===== src/rtl/prom_arbiter.sv =====
// Two-requester PROM read arbiter: urgent/round-robin grant, range check, and an
// RD_LAT-deep tag pipeline steering the shared PROM data back to the owner.
module prom_arbiter #(
    parameter int unsigned ADDR_W    = 16,
    parameter int unsigned DATA_W    = 8,
    parameter int unsigned RD_LAT    = 2,
    parameter int unsigned LAST_ADDR = 50624
) (
    input  logic              clk,
    input  logic              rst,
    input  logic              i_vsync,
    input  logic              req0,
    input  logic              req1,
    input  logic [ADDR_W-1:0] addr0,
    input  logic [ADDR_W-1:0] addr1,
    input  logic              urgent0,
    output logic              gnt0,
    output logic              gnt1,
    output logic              rvalid0,
    output logic              rvalid1,
    output logic [DATA_W-1:0] rdata,
    output logic              err0,
    output logic              err1,
    output logic              prom_ce,
    output logic [ADDR_W-1:0] prom_addr,
    input  logic [DATA_W-1:0] prom_dout,
    output logic [15:0]       conflict_cnt
);

    localparam logic [ADDR_W-1:0] LastAddr = ADDR_W'(LAST_ADDR);

    logic              any_gnt;
    logic              sel1;
    logic              legal;
    logic [ADDR_W-1:0] gnt_addr;

    logic              last_q;     // 1: requester 1 was granted most recently
    logic [ADDR_W-1:0] addr_q;
    logic              err0_q;
    logic              err1_q;
    logic [15:0]       cnt_q;
    logic [RD_LAT-1:0] tag_vld_q;
    logic [RD_LAT-1:0] tag_own_q;

    always_comb begin
        any_gnt = 1'b0;
        sel1    = 1'b0;
        if (!rst && i_vsync) begin
            if (urgent0 && req0) begin
                any_gnt = 1'b1;
                sel1    = 1'b0;
            end else if (req0 && req1) begin
                any_gnt = 1'b1;
                sel1    = ~last_q;
            end else if (req0) begin
                any_gnt = 1'b1;
                sel1    = 1'b0;
            end else if (req1) begin
                any_gnt = 1'b1;
                sel1    = 1'b1;
            end
        end
    end

    assign gnt0      = any_gnt & ~sel1;
    assign gnt1      = any_gnt & sel1;
    assign gnt_addr  = sel1 ? addr1 : addr0;
    assign legal     = (gnt_addr <= LastAddr);
    assign prom_ce   = any_gnt & legal;
    assign prom_addr = prom_ce ? gnt_addr : addr_q;

    always_ff @(posedge clk) begin
        if (rst) begin
            last_q    <= 1'b1;
            addr_q    <= '0;
            err0_q    <= 1'b0;
            err1_q    <= 1'b0;
            cnt_q     <= '0;
            tag_vld_q <= '0;
        end else begin
            err0_q <= any_gnt & ~legal & ~sel1;
            err1_q <= any_gnt & ~legal & sel1;
            if (prom_ce) begin
                addr_q <= gnt_addr;
            end
            if (!i_vsync) begin
                tag_vld_q <= '0;
                last_q    <= 1'b1;
                cnt_q     <= '0;
            end else begin
                tag_vld_q[0] <= prom_ce;
                tag_own_q[0] <= sel1;
                for (int unsigned i = 1; i < RD_LAT; i++) begin
                    tag_vld_q[i] <= tag_vld_q[i-1];
                    tag_own_q[i] <= tag_own_q[i-1];
                end
                if (any_gnt) begin
                    last_q <= sel1;
                end
                if (req0 && req1 && cnt_q != 16'hFFFF) begin
                    cnt_q <= cnt_q + 16'd1;
                end
            end
        end
    end

    // Gate returns with vsync so a read already at the pipe output is dropped in the frame-sync cycle.
    assign rvalid0      = i_vsync & tag_vld_q[RD_LAT-1] & ~tag_own_q[RD_LAT-1];
    assign rvalid1      = i_vsync & tag_vld_q[RD_LAT-1] & tag_own_q[RD_LAT-1];
    assign rdata        = prom_dout;
    assign err0         = err0_q;
    assign err1         = err1_q;
    assign conflict_cnt = cnt_q;

endmodule

===== config.mk =====
export PLATFORM = sky130hd
export DESIGN_NAME = prom_arbiter
export DESIGN_NICKNAME = d
export VERILOG_FILES = /design/src/rtl/prom_arbiter.sv
export SDC_FILE = /design/constraint.sdc
export NUM_CORES = 1
export LEC_CHECK = 0
export CAP_MARGIN = 30
export CORE_MARGIN = 2
export CORE_UTILIZATION = 43
export DETAILED_ROUTE_END_ITERATION = 8
export PLACE_DENSITY = 0.87
export SYNTH_ARGS = -nofsm -noshare
export SYNTH_HDL_FRONTEND = slang
export SYNTH_SLANG_ARGS = --single-unit

===== constraint.sdc =====
create_clock -name clk -period 3 [get_ports clk]
set_clock_uncertainty 0.2 [all_clocks]
set_input_delay 0.6 -clock clk [delete_from_list [all_inputs] [get_ports clk]]
set_output_delay 0.6 -clock clk [all_outputs]
set_load 0.05 [all_outputs]

# == Word-level counts from Yosys, hierarchy flattened ==
# Cells that the tools add are included.
# Widths: inputs -> output; s select.
# classes
addsub,1
multipliers,0
div,0
order_cmp,1
eq_ne,1
n_shift,0
mux,11
bitwise_logic,15
n_reduce_logical,7
# ops
op,n
$mux 16,2
$add 16x1->16 const B,1
$le 16x16->1 const B,1
$ne 16x16->1 const B,1
$and 1x1->1,9
$mux 1,9
$not 1->1,6
$logic_and 1x1->1,4
$reduce_and 2->1,1
$reduce_or 2->1,1
$logic_not 1->1,1
# totals
register_bits,39
latch_bits,0
ram_bits,0
romBits,0
output_inout_bits,47
word_cells,43
memories,0

# == Longest topological paths before layout ==
# depth
word_depth,10
ltp_mapped,10

# == Worst setup path before layout ==
# OpenSTA, ideal clock, no wires.
# synth_path
path_type,in2out
from,in rst
to,out prom_addr[0]
arrival_ns,2.497
required_ns,2.200
setup_slack_ns,-0.297
path_stages,10
n_path_buf,3
cell_sequence,nand2b_1 -> buf_6 -> inv_4 -> nand3_4 -> inv_2 -> o2111ai_1 -> o211ai_2 -> buf_6 -> buf_6 -> mux2i_1
# synth_via
elab_chain_cells,7
word_cells_on_any_way,8
cone_classes,order compare (1); mux (4); bitwise (1); reduce/logical (2)
# synth_lines
element,line,source
"start, declared",10,"input logic rst,"
$logic_not 1->1 *,48,if (!rst && i_vsync) begin
$logic_and 1x1->1 *,48,
$mux 1,48,
$mux 16,67,assign gnt_addr = sel1 ? addr1 : addr0;
$le 16x16->1,68,assign legal = (gnt_addr <= LastAddr);
$and 1x1->1,69,assign prom_ce = any_gnt & legal;
$mux 16 *,-,
"end, declared",25,"output logic [ADDR_W-1:0] prom_addr,"
# Every way passes the cells marked *; elsewhere a longest branch is shown, timed or not.

# == Worst setup path after layout ==
# layout_path
from,in addr0[9]
to,out prom_addr[6]
# layout_via
elab_chain_cells,4
# layout_lines
element,line,source
"start, declared",14,"input logic [ADDR_W-1:0] addr0,"
$mux 16,67,
$le 16x16->1,68,
$and 1x1->1,69,
$mux 16,-,
# No other way between the ends.

==> flow_metrics.py <==
metrics = {
    "status": {
        "outcome": "finished, violations left",
        "violations": "setup timing",
    },
    "cts": {
        "clkSinkCount": 39,
        "cts_tree": "yes",
        "cts.path.max_buffers": 2,
        "cts_buffers": 5,
        "path_clk_slew_ns": 0.07,
        "root_buffer": "clkbuf_8",
        "clock_latency_ns": 0.29,
        "hold_buffers": 0,
        "htreeDepth": 2,
    },
    "global_route": {
        "grt_start_max_net_pins": 17,
        "grt.total_usage": 0.237,
        "antenna_found_initial": 0,
        "grt.overflow.total": 0,
        "grt_pass1_vias": 2248,
        "grt_pass1_wl_um": 10900,
    },
    "finish": {
        "drive_gt1_frac": 0.315,
        "area_growth_pct": 66.8,
        "antenna_cells": 0,
        "layout_commonest_cell": "dfxtp_1",
        "mostFrequentLayoutCells": "37 x dfxtp_1, 27 x mux2i_1, 24 x buf_4",
        "final_area_sq_mm": 0.00378,
        "multi_input_area_sq_mm": 0.00153,
        "nNetsFinal": 383,
        "nFillCells": 339,
        "seq_area_sq_um": 801,
    },
    "power": {
        "p_comb_frac": 0.332,
        "clock_power_share": 0.260,
        "peakVddDrop_mv": 0.204,
        "switching_share": 0.318,
        "power.density_mw_per_mm2": 359,
        "seq_power_share": 0.408,
        "leakagePower_nw": 1.63,
        "internal_power_uw": 926,
        "power_mw": 1.36,
        "power.net_switching_uw": 432,
    },
    "sta": {
        "max_freq_ghz": 0.313,
        "slew_headroom": 0.591,
        "final_max_slew_viol_count": 0,
        "hold_viol": 0,
        "tightest_slew_ns": 0.611,
        "fin_ws_ns": -0.190,
        "rsz0062_at_grt": "yes",
        "setup_viol": 16,
        "fin_crit_sh": 1.06,
        "period_needed_ns": 3.19,
    },
    "synth": {
        "seq_area_frac_synth": 0.353,
        "synthTopCellsByArea": "dfxtp_1 33%, mux2i_1 22%, nand2b_1 4.7%, xnor2_1 4.6%, inv_1 3.8%",
        "syn_nets": 290,
        "ys_types": 43,
        "yosysTopAreaCellShare": 0.327,
        "synth.avg_cell_area_sq_um": 9.34,
        "synth_edf_count": 2,
        "yosys_register_bits": 39,
        "ys_warn_count": 0,
        "netlist_instances": 243,
        "synth-main-ff-cell": "dfxtp_1",
        "syn-cell-area_sq_mm": 0.00227,
        "yosysTopAreaCell": "dfxtp_1",
        "async_reset_ff_frac": 0,
    },
    "floorplan": {
        "start_util": 0.444,
        "dieHeight_um": 76.6,
        "io_pins": 93,
        "fp.coreArea_sq_mm": 0.00511,
        "rows": 26,
        "dieArea_sq_mm": 0.00587,
        "die_w_um": 76.6,
    },
    "worst_setup_path": {
        "worstPathRequired_ns": 2.20,
        "cp.arrival_ns": 2.39,
        "critPathLaunch": "addr0[9]",
        "crit_path_start_kind": "input port",
        "crit_type": "input port to output port",
        "reg2regPathDepth": 5,
        "r2r_end": "conflict_cnt[8]$_SDFFE_PP0P_",
        "worstPathMaxFanout": 7,
        "crit_path_end": "prom_addr[6]",
        "worstReg2RegStart": "conflict_cnt[13]$_SDFFE_PP0P_",
        "endpoint_kind": "output port",
        "rrSetupSlack_ns": 0.87,
    },
    "placement": {
        "placed_cell_area_sq_mm": 0.00343,
        "dp_hpwl_um": 4370,
        "io_buffers": 76,
        "gp_congestion": 0.854,
    },
    "routing": {
        "via_per_inst": 5.17,
        "firstDrtPassIters": 4,
        "wl_per_cell_um": 16.4,
        "route.detailed.drc": 0,
        "ant_nets": 0,
        "routed_wl_um": 6680,
        "drt_iter0_drc": 98,
        "vias": 2103,
    },
    "flow_run": {
        "max-cap-violations": 0,
    },
    "worst_hold_path": {
        "hp-class": "register to register",
    },
}
[synthesized netlist by cell type (2+ instances only)]
cell      count
mux2i_1      49
and3_1        3
o21ai_0       3
nand3_1       3
a21oi_1       2
nor4_1        2
xnor2_1      12
edfxtp_1      2
buf_6         6
nor2_1       20
and4_1        2
inv_1        23
dfxtp_1      37
nor3_1        3
clkbuf_1      3
or3_1         2
nand2_1      13
nand2b_1     17
buf_4         8
a211oi_1      9
and2_1        2
[flip-flops by register name (all words and copies together), names as in the netlist]
signal,cells
addr_q,16
conflict_cnt,16
err0,1
err1,1
last_q,1
tag_own_q,2
tag_vld_q,2
[cells by family (layout without fill, tap and decap cells)]
| group | Yosys count | count (layout) | synth area share |
|---|---|---|---|
| compound gates | 23 | 23 | 0.0794 |
| xor+xnor | 13 | 13 | 0.0502 |
| fa+ha+maj | 1 | 1 | 0.00551 |
| buf+inv | 43 | 137 | 0.106 |
| simple gates | 75 | 75 | 0.190 |
| flops | 39 | 39 | 0.353 |
| mux | 49 | 49 | 0.216 |
[power by group through the flow]
| stage | Clock, mW | Sequential (mW) | Combinational (mW) |
|---|---|---|---|
| global placement | 0 | 0.562 | 0.391 |
| global route | 0.384 | 0.556 | 0.469 |
| finish | 0.354 | 0.554 | 0.451 |
| detailed placement | 0 | 0.564 | 0.397 |
| CTS | 0.356 | 0.552 | 0.447 |
| floorplan | 0 | 0.565 | 0.223 |
[how the worst min path moves through the flow]
stage | to | slack, ns | from | cells after the start
6_report | tag_vld_q[1]$_SDFF_PP0_ | 0.23 | tag_vld_q[0]$_SDFF_PP0_ | 1
2_1_floorplan | tag_own_q[1]$_DFFE_PN_ | 0.20 | tag_own_q[0]$_DFFE_PN_ | 0
4_1_cts | tag_vld_q[1]$_SDFF_PP0_ | 0.23 | tag_vld_q[0]$_SDFF_PP0_ | 1
3_3_place_gp | tag_own_q[1]$_DFFE_PN_ | 0.20 | tag_own_q[0]$_DFFE_PN_ | 0
3_5_place_dp | tag_own_q[1]$_DFFE_PN_ | 0.20 | tag_own_q[0]$_DFFE_PN_ | 0
5_1_grt | tag_own_q[1]$_DFFE_PN_ | 0.24 | tag_own_q[0]$_DFFE_PN_ | 0
[timing repair]
action                     4_1_cts  5_1_grt
setup endpoints to repair       18       17
pin swaps                       14        6
gates resized for setup         95       12
buffers inserted                 5        1
cloned                           2        0
[stage by stage]
stage / setup WS, ns / instances / hold slack [ns] / setup TNS [ns] / util
final: -0.190 / 407 / 0.225 / -2.41 / 0.741
after floorplan: -0.0778 / 243 / 0.200 / -1.19 / -
after global placement: -0.442 / 393 / 0.201 / -7.08 / 0.671
after detailed placement: -0.515 / 393 / 0.205 / -8.26 / 0.671
after global routing: -0.244 / 407 / 0.242 / -3.32 / 0.741
after CTS: -0.152 / 407 / 0.227 / -2.17 / 0.746
[critical path, cell delays in order]
cell and delay, ns:
buf_6 0.09, nand3b_1 0.21, a211oi_2 0.22, o311ai_2 0.12, buf_4 0.17, o211ai_4 0.29
buf_12 0.22, mux2i_4 0.29, buf_12 0.17
[layout make-up]
cell class              count  share of cell area
clock buffers               6              0.0192
clock inverters             2             0.00331
inverters                  25              0.0255
multi-input cells         161               0.403
flip-flops and latches     39               0.212
well taps                  70              0.0231
repair buffers            104               0.314
[routing by layer]
layer  wire length (um)  global-route usage  vias up
met4                173              0.0945        0
met1               2740               0.281      975
met5                  0                   0        -
met2               3250               0.399       99
li1                   -                   -     1014
met3                524              0.0711       15
No activity file was read; power rests on OpenSTA's default activity.
